## config.mk

```make
export PLATFORM = sky130hd
export DESIGN_NAME = ct_vfalu_pipe6_sched
export DESIGN_NICKNAME = d
export VERILOG_FILES = /design/src/rtl/ct_vfalu_pipe6_pkg.sv /design/src/rtl/ct_vfalu_pipe6_rr_arb.sv /design/src/rtl/ct_vfalu_pipe6_sched.sv
export SDC_FILE = /design/constraint.sdc
export NUM_CORES = 1
export LEC_CHECK = 0
export ABC_AREA = 1
export ABC_CLOCK_PERIOD_IN_PS = 2990
export CORE_AREA = 2 2 70 89
export DETAILED_ROUTE_END_ITERATION = 7
export DIE_AREA = 0 0 72 91
export GPL_TIMING_DRIVEN = 0
export PLACE_DENSITY_LB_ADDON = 0.15
export SLEW_MARGIN = 40
export SYNTH_ARGS = -nofsm -noshare
export SYNTH_HDL_FRONTEND = slang
export SYNTH_SLANG_ARGS = --single-unit
export TNS_END_PERCENT = 100
```

## constraint.sdc

```tcl
create_clock -name forever_cpuclk -period 2.99 [get_ports forever_cpuclk]
set_input_delay 0.7475 -clock forever_cpuclk [delete_from_list [all_inputs] [get_ports forever_cpuclk]]
set_output_delay 0.7475 -clock forever_cpuclk [all_outputs]
set_load 0.01 [all_outputs]
```

## src/rtl/ct_vfalu_pipe6_pkg.sv

```systemverilog
// Shared types and constants for the vfalu pipe6 issue scheduler.
package ct_vfalu_pipe6_pkg;

  localparam int unsigned TAG_W_DEF  = 7;
  localparam int unsigned FUNC_W_DEF = 20;

  localparam logic [2:0] SEL_IDLE = 3'b000;
  localparam logic [2:0] SEL_FADD = 3'b001;
  localparam logic [2:0] SEL_FSPU = 3'b010;

  typedef struct packed {
    logic                 vld;
    logic                 owner;
    logic                 mfvr;
    logic                 ereg;
    logic [TAG_W_DEF-1:0] tag;
  } stage_t;

endpackage

```

## src/rtl/ct_vfalu_pipe6_rr_arb.sv

```systemverilog
// Two-way round-robin arbiter with per-request eligibility; pointer names the preferred requester.
module ct_vfalu_pipe6_rr_arb (
  input  logic       clk,
  input  logic       rst,
  input  logic [1:0] elig,
  output logic [1:0] gnt
);

  logic ptr_q;
  logic ptr_d;

  always_comb begin
    gnt   = elig;
    ptr_d = ptr_q;
    if (&elig) begin
      gnt = ptr_q ? 2'b10 : 2'b01;
    end
    if (gnt[0]) begin
      ptr_d = 1'b1;
    end else if (gnt[1]) begin
      ptr_d = 1'b0;
    end
  end

  always_ff @(posedge clk) begin
    if (rst) begin
      ptr_q <= 1'b0;
    end else begin
      ptr_q <= ptr_d;
    end
  end

endmodule

```

## src/rtl/ct_vfalu_pipe6_sched.sv

```systemverilog
// vfalu pipe6 issue scheduler: round-robin issue into ex1, ex1..ex3 tracking, writeback valids/tags.
module ct_vfalu_pipe6_sched
  import ct_vfalu_pipe6_pkg::*;
#(
  parameter int unsigned TAG_W  = TAG_W_DEF,
  parameter int unsigned FUNC_W = FUNC_W_DEF
) (
  input  logic              forever_cpuclk,
  input  logic              cpurst,
  input  logic              rtu_yy_xx_flush,
  input  logic              req0_vld,
  input  logic [FUNC_W-1:0] req0_func,
  input  logic [2:0]        req0_sel,
  input  logic [TAG_W-1:0]  req0_dst_tag,
  input  logic              req0_mfvr,
  input  logic              req0_ereg,
  output logic              req0_rdy,
  input  logic              req1_vld,
  input  logic [FUNC_W-1:0] req1_func,
  input  logic [2:0]        req1_sel,
  input  logic [TAG_W-1:0]  req1_dst_tag,
  input  logic              req1_mfvr,
  input  logic              req1_ereg,
  output logic              req1_rdy,
  input  logic              ext_wb_resv_3,
  output logic [FUNC_W-1:0] dp_vfalu_ex1_pipex_func,
  output logic [2:0]        dp_vfalu_ex1_pipex_sel,
  output logic              ex1_vld,
  output logic              ex1_owner,
  output logic              mfvr_wb_vld,
  output logic [TAG_W-1:0]  mfvr_wb_tag,
  output logic              ex3_freg_wb_vld,
  output logic [TAG_W-1:0]  ex3_freg_wb_tag,
  output logic              ex3_ereg_wb_vld,
  output logic              ex3_owner,
  output logic              pipe_busy
);

  logic [1:0]        elig;
  logic [1:0]        gnt;
  stage_t            ex1_q, ex1_d;
  stage_t            ex2_q, ex2_d;
  stage_t            ex3_q, ex3_d;
  logic [FUNC_W-1:0] func_q, func_d;
  logic [2:0]        sel_q, sel_d;

  // A reserved ex3 freg port only blocks ops that would write it; mfvr ops never do.
  always_comb begin
    elig[0] = req0_vld & ~rtu_yy_xx_flush & ~cpurst & (req0_mfvr | ~ext_wb_resv_3);
    elig[1] = req1_vld & ~rtu_yy_xx_flush & ~cpurst & (req1_mfvr | ~ext_wb_resv_3);
  end

  ct_vfalu_pipe6_rr_arb u_arb (
    .clk  (forever_cpuclk),
    .rst  (cpurst),
    .elig (elig),
    .gnt  (gnt)
  );

  always_comb begin
    ex1_d  = '0;
    sel_d  = SEL_IDLE;
    func_d = func_q;
    if (gnt[0]) begin
      ex1_d.vld   = 1'b1;
      ex1_d.owner = 1'b0;
      ex1_d.mfvr  = req0_mfvr;
      ex1_d.ereg  = req0_ereg;
      ex1_d.tag   = TAG_W_DEF'(req0_dst_tag);
      sel_d       = req0_sel;
      func_d      = req0_func;
    end else if (gnt[1]) begin
      ex1_d.vld   = 1'b1;
      ex1_d.owner = 1'b1;
      ex1_d.mfvr  = req1_mfvr;
      ex1_d.ereg  = req1_ereg;
      ex1_d.tag   = TAG_W_DEF'(req1_dst_tag);
      sel_d       = req1_sel;
      func_d      = req1_func;
    end
    // Records are zeroed rather than just invalidated so idle outputs read as 0.
    ex2_d = (ex1_q.vld & ~rtu_yy_xx_flush) ? ex1_q : '0;
    ex3_d = (ex2_q.vld & ~rtu_yy_xx_flush) ? ex2_q : '0;
  end

  always_ff @(posedge forever_cpuclk) begin
    if (cpurst) begin
      ex1_q  <= '0;
      ex2_q  <= '0;
      ex3_q  <= '0;
      func_q <= '0;
      sel_q  <= SEL_IDLE;
    end else begin
      ex1_q  <= ex1_d;
      ex2_q  <= ex2_d;
      ex3_q  <= ex3_d;
      func_q <= func_d;
      sel_q  <= sel_d;
    end
  end

  always_comb begin
    req0_rdy                = gnt[0];
    req1_rdy                = gnt[1];
    dp_vfalu_ex1_pipex_func = func_q;
    dp_vfalu_ex1_pipex_sel  = sel_q;
    ex1_vld                 = ex1_q.vld;
    ex1_owner               = ex1_q.owner;
    mfvr_wb_vld             = ex1_q.vld & ex1_q.mfvr;
    mfvr_wb_tag             = mfvr_wb_vld ? TAG_W'(ex1_q.tag) : '0;
    ex3_freg_wb_vld         = ex3_q.vld & ~ex3_q.mfvr;
    ex3_freg_wb_tag         = ex3_freg_wb_vld ? TAG_W'(ex3_q.tag) : '0;
    ex3_ereg_wb_vld         = ex3_q.vld & ex3_q.ereg;
    ex3_owner               = ex3_q.owner;
    pipe_busy               = ex1_q.vld | ex2_q.vld | ex3_q.vld;
  end

endmodule

```

==> impl_metrics.json, run 1 <==
{
  "fillers": 518,
  "worstPathArrival_ns": 2.18,
  "area_delta_synth_final_pct": 60.8,
  "synthFlopType": "dfxtp_1",
  "drive_above_1_share_pct": 9.05,
  "drv_cap": 0,
  "ir_drop_mv": 0.268,
  "dieArea_um2": 6550,
  "wl_per_cell_um": 11.3,
  "outcome": "complete, no violations",
  "worstMarginPinSlew_ns": 0.380,
  "pin_count": 116,
  "yosys-mux-area-fraction_pct": 0,
  "placeableCoreArea_um2": 5700,
  "overflow": 0,
  "p_int_mw": 1.32,
  "netlist_area_um2": 2380,
  "clk-insertion-delay-late_ns": 0.33,
  "initialDrtViolationCount": 108,
  "hold_path_class": "flip-flop to flip-flop",
  "rr_worst_depth": 7,
  "clock_sinks": 57,
  "synth_edf_count": 0,
  "r2r_start": "u_arb.ptr_q",
  "seqPwrFrac_pct": 46.5,
  "syn_nets": 411,
  "worstHoldPathCells": 2,
  "period_share_pct": 97.9,
  "ys_seq_elements": 57,
  "p_per_area_nw_per_um2": 451,
  "finalHoldViolCount": 0,
  "port_buffers": 115,
  "pwr-share-comb_pct": 15.8,
  "viasPerCell": 4.46,
  "clockRootBuffer": "clkbuf_8",
  "leakage_nw": 1.61,
  "worstReg2RegEnd": "dp_vfalu_ex1_pipex_func[9]",
  "finalCriticalPeriod_ns": 2.93,
  "async_reset_ff_share_pct": 0,
  "synth-simple-area-share_pct": 28.8,
  "syn-mean-instance-area_um2": 6.99,
  "fin_nets": 541,
  "switching_share_pct": 23.9,
  "critPathMaxStageDelay_ns": 0.48,
  "cts_inserted_buffers": 9,
  "slew_headroom_pct": 74.7,
  "cts_tree": "built",
  "start_kind": "input pin",
  "min_to": "ex3_owner",
  "initial_utilization_pct": 41.8,
  "slew_viol_final": 0,
  "reg2reg_setup_slack_ns": 1.79,
  "gp_congestion": 0.791,
  "ys_types": 20,
  "diodes": 0,
  "rows": 31,
  "final_common_cell": "clkdlybuf4s50_1",
  "critical_path_required_ns": 2.24,
  "cts_hold_buf": 0,
  "die_w_um": 72,
  "total_power_mw": 1.73,
  "synth-compound-area-share_pct": 8.14,
  "grt_pass1_wl_um": 9990,
  "power.share.clock_pct": 37.8,
  "track_usage_pct": 19.6,
  "cp_max_fo": 10,
  "fmax_ghz": 0.341,
  "synth-xor-area-share_pct": 0,
  "path_cells": "clkdlybuf4s50_1 -> inv_2 -> nand3_2 -> nor2_2 -> nand2_2 -> inv_2 -> buf_4 -> clkdlybuf4s15_1",
  "dp_hpwl_um": 4640,
  "num_vias": 2413,
  "antenna_found_initial": 0,
  "syn_inst": 341,
  "clkTransAtPathRegs_ns": 0.06,
  "drt-total-wl_um": 6090,
  "ys_seq_area_share_pct": 47.9,
  "criticalPathCategory": "input pin to output port",
  "die_height_um": 91,
  "synth_top_family_by_area": "simple AND/OR/NAND/NOR gates",
  "fin_util_pct": 67.2,
  "ant_nets": 0,
  "crit_path_top_delay_cell": "clkdlybuf4s50_1",
  "setup_viol": 0,
  "grt_pass1_vias": 2159,
  "synth_fa_ha_area_share_pct": 0,
  "yosysWarnings": 0,
  "crit_path_frequent_cell": "inv_2",
  "min_from": "ex2_q[9]",
  "clk_path_buf_depth": 2,
  "drt-pass1-iter-count": 4,
  "clock-skew-final_ns": 0.00308,
  "switchingPower_mw": 0.413,
  "htreeDepth": 3,
  "grt_max_degree": 11,
  "worstSetupEndpointType": "output port",
  "route.detailed.drc": 0,
  "mostFrequentLayoutCells": "113 x clkdlybuf4s50_1, 73 x nor2_1, 58 x inv_1"
}
through the flow:
step | area, µm² | TNS [ns] | cells | hold slack [ns] | setup WS, ns
final | 3830 | 0 | 541 | 0.408 | 0.0613
after CTS | 3820 | 0 | 539 | 0.410 | 0.0153
after global placement | 3620 | -0.642 | 522 | 0.395 | -0.361
after global routing | 3830 | -0.00368 | 541 | 0.422 | -0.00368
after detailed placement | 3620 | -0.653 | 522 | 0.400 | -0.377
after floorplan | 2380 | 0 | 341 | 0.394 | 0.862
synth_stat cells, types with 2 or more instances:
cell      count  area (µm²)
nor2_1       73         274
inv_1        60         225
nand2_1      58         218
dfxtp_1      57        1140
nand3_1      27         135
a21oi_1      18        90.1
o21ai_0      18        90.1
buf_6         6        67.6
buf_2         5        25.0
buf_4         3        22.5
clkbuf_1      2        7.51
clkinv_1      2        7.51
inv_2         2        7.51
nand2_2       2        12.5
nand3_2       2        20.0
nor2_2        2        12.5
registers in the layout (all words and copies together), names as in the netlist:
signal                   flops
dp_vfalu_ex1_pipex_func     20
dp_vfalu_ex1_pipex_sel       3
ex1_owner                    1
ex1_q                        9
ex1_vld                      1
ex2_q                       11
ex3_owner                    1
ex3_q                       10
u_arb.ptr_q                  1
worst max-delay path, delay by kind of cell:
kind / cells / cell delay, ns
buffers and inverters: 5 / 1.12
and+or+nand+nor: 3 / 0.31
power groups by stage:
| stage | clock network, mW | registers (mW) | logic, mW |
|---|---|---|---|
| floorplan | 0 | 0.830 | 0.0937 |
| global placement | 0 | 0.819 | 0.268 |
| detailed placement | 0 | 0.820 | 0.270 |
| CTS | 0.671 | 0.804 | 0.274 |
| global route | 0.704 | 0.807 | 0.298 |
| finish | 0.654 | 0.804 | 0.273 |
worst max path at each step:
stage | slack [ns] | end | from | cells past startpoint
5_1_grt | -0.004 | req0_rdy | req0_mfvr | 9
2_1_floorplan | 0.86 | req0_rdy | req0_mfvr | 7
4_1_cts | 0.02 | req0_rdy | cpurst | 8
6_report | 0.06 | req0_rdy | cpurst | 8
3_3_place_gp | -0.36 | req0_rdy | cpurst | 8
3_5_place_dp | -0.38 | req0_rdy | cpurst | 8
area by class of cell:
class,instances,area (µm²),share of cell area (%)
clock inverter,2,12.5,0.326
multi-input combinational,204,882,23.0
timing repair buffer,119,1180,30.8
buffer,16,125,3.26
clock buffer,13,169,4.41
tap,66,82.6,2.15
sequential,57,1140,29.8
inverter,64,240,6.27
kinds of logic after synthesis:
family / after synthesis
flops: 57
buf+inv: 80
compound gates: 38
simple gates: 166
repair_timing:
action,4_1_cts,5_1_grt
setup buffers,2,2
resized for setup,7,0
setup endpoints to repair,2,1
pin swaps,1,0
layer usage:
layer | GRT usage (%) | part of all wire (%) | wire [µm]
met5 | 0 | 0 | 0
met4 | 6.45 | 1.0 | 63
met3 | 8.88 | 8.3 | 507
met2 | 35.0 | 52 | 3140
met1 | 20.0 | 39 | 2380
No activity file was read; power rests on OpenSTA's default activity.
==> inputs of run 2 (changes only) <==
--- a/config.mk
+++ b/config.mk
@@ -8,7 +8,8 @@
 export ABC_AREA = 1
 export ABC_CLOCK_PERIOD_IN_PS = 2990
-export CORE_AREA = 2 2 70 89
+export CORE_AREA = 2 2 60 76
 export DETAILED_ROUTE_END_ITERATION = 7
-export DIE_AREA = 0 0 72 91
+export DIE_AREA = 0 0 62 78
+export DONT_BUFFER_PORTS = 1
 export GPL_TIMING_DRIVEN = 0
 export PLACE_DENSITY_LB_ADDON = 0.15
==> constraint.sdc (replaced) <==
create_clock -name forever_cpuclk -period 2.99 [get_ports forever_cpuclk]
set_input_delay 0.299 -clock forever_cpuclk [delete_from_list [all_inputs] [get_ports forever_cpuclk]]
set_output_delay 0.299 -clock forever_cpuclk [all_outputs]
set_load 0.01 [all_outputs]
==> run 2 against run 1 <==
Compared with the run above: combinational power is 58% lower; sequential power rose by 2%; flip-flop and latch count did not move; largest power group unchanged; critical endpoint is now ex3_freg_wb_tag[4]; clock-buffer cell count is 2 lower.
==> impl_metrics.json, run 2 (synthesized netlist as in run 1, its figures left out) <==
{
  "outcome": "complete, no violations",
  "clk_path_buf_depth": 2,
  "min_to": "u_arb.ptr_q",
  "worstPathArrival_ns": 1.30,
  "placed_cell_area_um2": 2450,
  "rsz0062_at_grt": "no",
  "drv_cap": 0,
  "cts_tree": "built",
  "grt_pass1_wl_um": 8360,
  "slew_headroom_pct": 74.0,
  "overflow": 0,
  "diodes": 0,
  "leakage_nw": 1.17,
  "criticalPathCategory": "flip-flop to output port",
  "pin_count": 116,
  "gp_congestion": 0.783,
  "final_area_um2": 2650,
  "dp_hpwl_um": 3840,
  "p_per_area_nw_per_um2": 616,
  "clk-insertion-delay-late_ns": 0.32,
  "placeableCoreArea_um2": 4070,
  "min_from": "cpurst",
  "reg2reg_setup_slack_ns": 1.80,
  "mostFrequentLayoutCells": "73 x nor2_1, 60 x inv_1, 58 x nand2_1",
  "fin_nets": 422,
  "slew_viol_final": 0,
  "grt_max_degree": 11,
  "viasPerCell": 4.80,
  "tns_ns": 0,
  "route.detailed.drc": 0,
  "drive_above_1_share_pct": 10.4,
  "cts_resized": 0,
  "track_usage_pct": 23.0,
  "cts_setup_buffers": 0,
  "worstReg2RegEnd": "ex1_q[7]",
  "path_cells": "inv_1 -> nor2_1 -> inv_1 -> nor2_1",
  "grt_pass1_vias": 1914,
  "num_vias": 1984,
  "drt-total-wl_um": 5120,
  "area_delta_synth_final_pct": 11.2,
  "crit_path_top_delay_cell": "dfxtp_1",
  "largest_reg_flops": 20,
  "drt-pass1-iter-count": 4,
  "cp_max_fo": 7,
  "multi_input_area_um2": 880,
  "antenna_found_initial": 0,
  "finalHoldViolCount": 0,
  "start_kind": "flip-flop",
  "clockRootBuffer": "clkbuf_8",
  "rows": 26,
  "clock_sinks": 57,
  "worstMarginPinSlew_ns": 0.390,
  "die_w_um": 62,
  "ant_nets": 0,
  "ir_drop_mv": 0.302,
  "fmax_ghz": 0.624,
  "cp_num_buf_inv": 2,
  "initialDrtViolationCount": 108,
  "fillers": 379,
  "clock-skew-final_ns": 0.00700,
  "crit_family": "simple AND/OR/NAND/NOR gates",
  "period_share_pct": 53.6,
  "hold_path_class": "input pin to flip-flop",
  "die_height_um": 78,
  "cts_inserted_buffers": 9,
  "r2r_start": "u_arb.ptr_q",
  "setup_viol": 0,
  "initial_utilization_pct": 58.6,
  "worstHoldPathCells": 1,
  "critPathMaxStageDelay_ns": 0.33,
  "rr_worst_depth": 6,
  "seqCellArea_um2": 1140,
  "dieArea_um2": 4840,
  "htreeDepth": 3,
  "cts_hold_buf": 0,
  "clkTransAtPathRegs_ns": 0.06,
  "wl_per_cell_um": 12.4,
  "worstSetupEndpointType": "output port",
  "finalCriticalPeriod_ns": 1.60,
  "critical_path_required_ns": 2.69,
  "final_common_cell": "nor2_1",
  "port_buffers": 0
}
## run 2: worst max-delay path by stage
stage                         start            endpoint  slack, ns  cells past startpoint
after detailed placement  req0_mfvr            req0_rdy       1.58                      7
after global placement    req0_mfvr            req0_rdy       1.57                      7
after CTS                 ex3_q[10]  ex3_freg_wb_tag[4]       1.36                      4
after floorplan           req0_mfvr            req0_rdy       1.76                      7
after global routing      ex3_q[10]  ex3_freg_wb_tag[2]       1.17                      4
final                     ex3_q[10]  ex3_freg_wb_tag[4]       1.39                      4
## run 2: worst reg2reg max path: cells and delay by family (launching register included)
kind / cells / cell delay (ns)
flops: 1 / 0.34
buf+inv: 2 / 0.33
simple gates: 4 / 0.41
## run 2: power breakdown
| part | internal [mW] | switching, mW |
|---|---|---|
| Combinational | 0.0428 | 0.0714 |
| Clock | 0.405 | 0.296 |
| Sequential | 0.791 | 0.0285 |
| Total | 1.24 | 0.396 |
## run 2: per-layer routing
| layer | track usage, % | vias to the layer above | part of all wire, % |
|---|---|---|---|
| met1 | 25.2 | 867 | 39 |
| met3 | 8.00 | 4 | 7.9 |
| li1 | - | 1043 | - |
| met4 | 9.15 | 0 | 0.66 |
| met2 | 39.0 | 70 | 53 |
| met5 | 0 | - | 0 |
## run 2: cell type report
cell class / count / share of cell area (%)
multi-input cells: 204 / 33.2
plain buffers: 16 / 4.63
clock inverters: 5 / 2.08
flip-flops and latches: 57 / 43.1
well taps: 56 / 2.64
inverters: 64 / 9.07
clock buffers: 11 / 5.34
## run 2: metrics by stage
| step | hold slack, ns | util, % | power, mW | worst slack, ns | std cells |
|---|---|---|---|---|---|
| 2_1_floorplan | 0.394 | - | 0.924 | 1.76 | 341 |
| 3_3_place_gp | 0.395 | 60.3 | 0.949 | 1.57 | 397 |
| 3_5_place_dp | 0.399 | 60.3 | 0.951 | 1.58 | 397 |
| 4_1_cts | 0.0658 | 65.2 | 1.65 | 1.36 | 413 |
| 5_1_grt | 0.0684 | 65.2 | 1.71 | 1.17 | 413 |
| 6_report | 0.0801 | 65.2 | 1.63 | 1.39 | 413 |
==> inputs of run 3 (changes only) <==
Settings changed: ABC_CLOCK_PERIOD_IN_PS 2990 to 1370, CORE_AREA 2 2 60 76 to 2 2 62 78, DIE_AREA 0 0 62 78 to 0 0 64 80.
Clock period 2.99 ns to 1.37 ns, I/O delays scaled along.
==> run 3 against run 2 <==
Compared with the run above: worst hold slack worse by 0.069 ns; first-iteration DRC count down 31%; largest cell class unchanged; largest power group unchanged; critical path type unchanged; clock power up 120%; combinational power rose to 2.9 times the previous value; via count up 8.6%.
==> impl_metrics.json, run 3 (synthesized netlist as in run 1, its figures left out) <==
{
  "mostFrequentLayoutCells": "67 x nor2_1, 57 x inv_1, 56 x nand2_1, 56 x dfxtp_1, 27 x nand3_1",
  "slew_headroom_pct": 75.8,
  "fin_nets": 451,
  "htreeDepth": 3,
  "cts_inserted_buffers": 9,
  "ant_nets": 0,
  "criticalPathCategory": "flip-flop to output port",
  "drt-pass1-iter-count": 4,
  "viasPerCell": 4.85,
  "cp_max_fo": 5,
  "drv_cap": 0,
  "grt_pass1_wl_um": 8980,
  "die_w_um": 64,
  "worstSetupEndpointType": "output port",
  "slew_viol_final": 0,
  "track_usage_pct": 22.8,
  "pin_count": 116,
  "route.detailed.drc": 0,
  "period_share_pct": 99.2,
  "drt-total-wl_um": 5740,
  "worstPathArrival_ns": 1.22,
  "clock_sinks": 57,
  "initial_utilization_pct": 54.7,
  "start_kind": "flip-flop",
  "grt_max_degree": 11,
  "area_delta_synth_final_pct": 25.4,
  "gp_congestion": 0.829,
  "clkTransAtPathRegs_ns": 0.07,
  "die_height_um": 80,
  "fin_util_pct": 68.6,
  "clk-insertion-delay-late_ns": 0.33,
  "setup_viol": 0,
  "initialDrtViolationCount": 75,
  "diodes": 0,
  "overflow": 0,
  "dp_hpwl_um": 3740,
  "drive_above_1_share_pct": 13.5,
  "cts_tree": "built",
  "placeableCoreArea_um2": 4360,
  "finalHoldViolCount": 0,
  "fillers": 358,
  "outcome": "complete, no violations",
  "leakage_nw": 1.30,
  "antenna_found_initial": 0,
  "final_common_cell": "nor2_1",
  "hold_path_class": "input pin to flip-flop",
  "grt_pass1_vias": 2072,
  "largest_reg_flops": 20,
  "finalCriticalPeriod_ns": 1.36,
  "critical_path_required_ns": 1.23,
  "clk_path_buf_depth": 2,
  "rsz0062_at_grt": "yes",
  "num_vias": 2155,
  "ir_drop_mv": 0.674,
  "dieArea_um2": 5120,
  "fmax_ghz": 0.736,
  "clock-skew-final_ns": 0.00711,
  "wl_per_cell_um": 12.9,
  "whs_ns": 0.0111,
  "clockRootBuffer": "clkbuf_8",
  "rows": 27,
  "worstMarginPinSlew_ns": 0.363,
  "p_per_area_nw_per_um2": 1230,
  "port_buffers": 0
}
[run 3: changes by cell type in the layout (fill, tap and decap cells not counted), sizes merged]
cell | before | now
dlygate4sd3 | 0 | 26
buf | 14 | 16
clkbuf | 13 | 14
[run 3: final cells by class]
cell class	instances	area (µm²)	area share (%)
plain buffers	16	136	4.56
clock buffers	11	141	4.73
clock inverters	5	55.1	1.84
inverters	64	240	8.04
multi-input cells	204	900	30.1
flip-flops and latches	57	1140	38.2
well taps	58	72.6	2.43
repair buffers	29	300	10.1
[run 3: timing repair]
action,CTS,global route
endpoints found under the setup margin,16,6
gates resized for setup,11,5
setup buffers,0,2
gates cloned,0,1
endpoints found under the hold margin,14,0
hold buffers,26,0
pin swaps,0,1
[run 3: worst max-delay path, cell delays in order, from the launching register on]
cell     delay, ns
dfxtp_2       0.33
inv_2         0.04
nand3_1       0.08
nand4_1       0.17
inv_2         0.15
buf_8         0.13
[run 3: through the flow]
stage	cell area, µm²	std cells	setup slack, ns	total power [mW]	setup TNS, ns
6_report	2990	444	0.0108	3.67	0
5_1_grt	2990	444	-0.0546	3.80	-0.135
4_1_cts	2940	441	0.00686	3.68	0
3_5_place_dp	2460	399	0.180	2.08	0
3_3_place_gp	2460	399	0.202	2.07	0
2_1_floorplan	2380	341	0.314	2.02	0
[run 3: path summary, 6_finish.rpt]
| check | start | to | slack, ns | depth (start not counted) |
|---|---|---|---|---|
| setup / recovery | u_arb.ptr_q | req1_rdy | 0.01 | 5 |
| hold / removal | req0_mfvr | ex1_q[8] | 0.01 | 2 |
| setup reg to reg | u_arb.ptr_q | ex1_q[3] | 0.15 | 8 |
| hold reg to reg | ex2_q[4] | ex3_q[4] | 0.40 | 2 |
[run 3: power breakdown]
part / leakage [nW] / switching [mW] / total, mW / internal [mW]
clock network: 0.0953 / 0.666 / 1.55 / 0.883
logic: 0.740 / 0.174 / 0.325 / 0.152
registers: 0.465 / 0.0648 / 1.79 / 1.73
total: 1.30 / 0.904 / 3.67 / 2.76
[run 3: routing by layer]
metal  wire (µm)  track usage [%]
met1        2180             21.9
met4         167             12.2
met5           0                0
met3         429             7.33
met2        2960             42.4
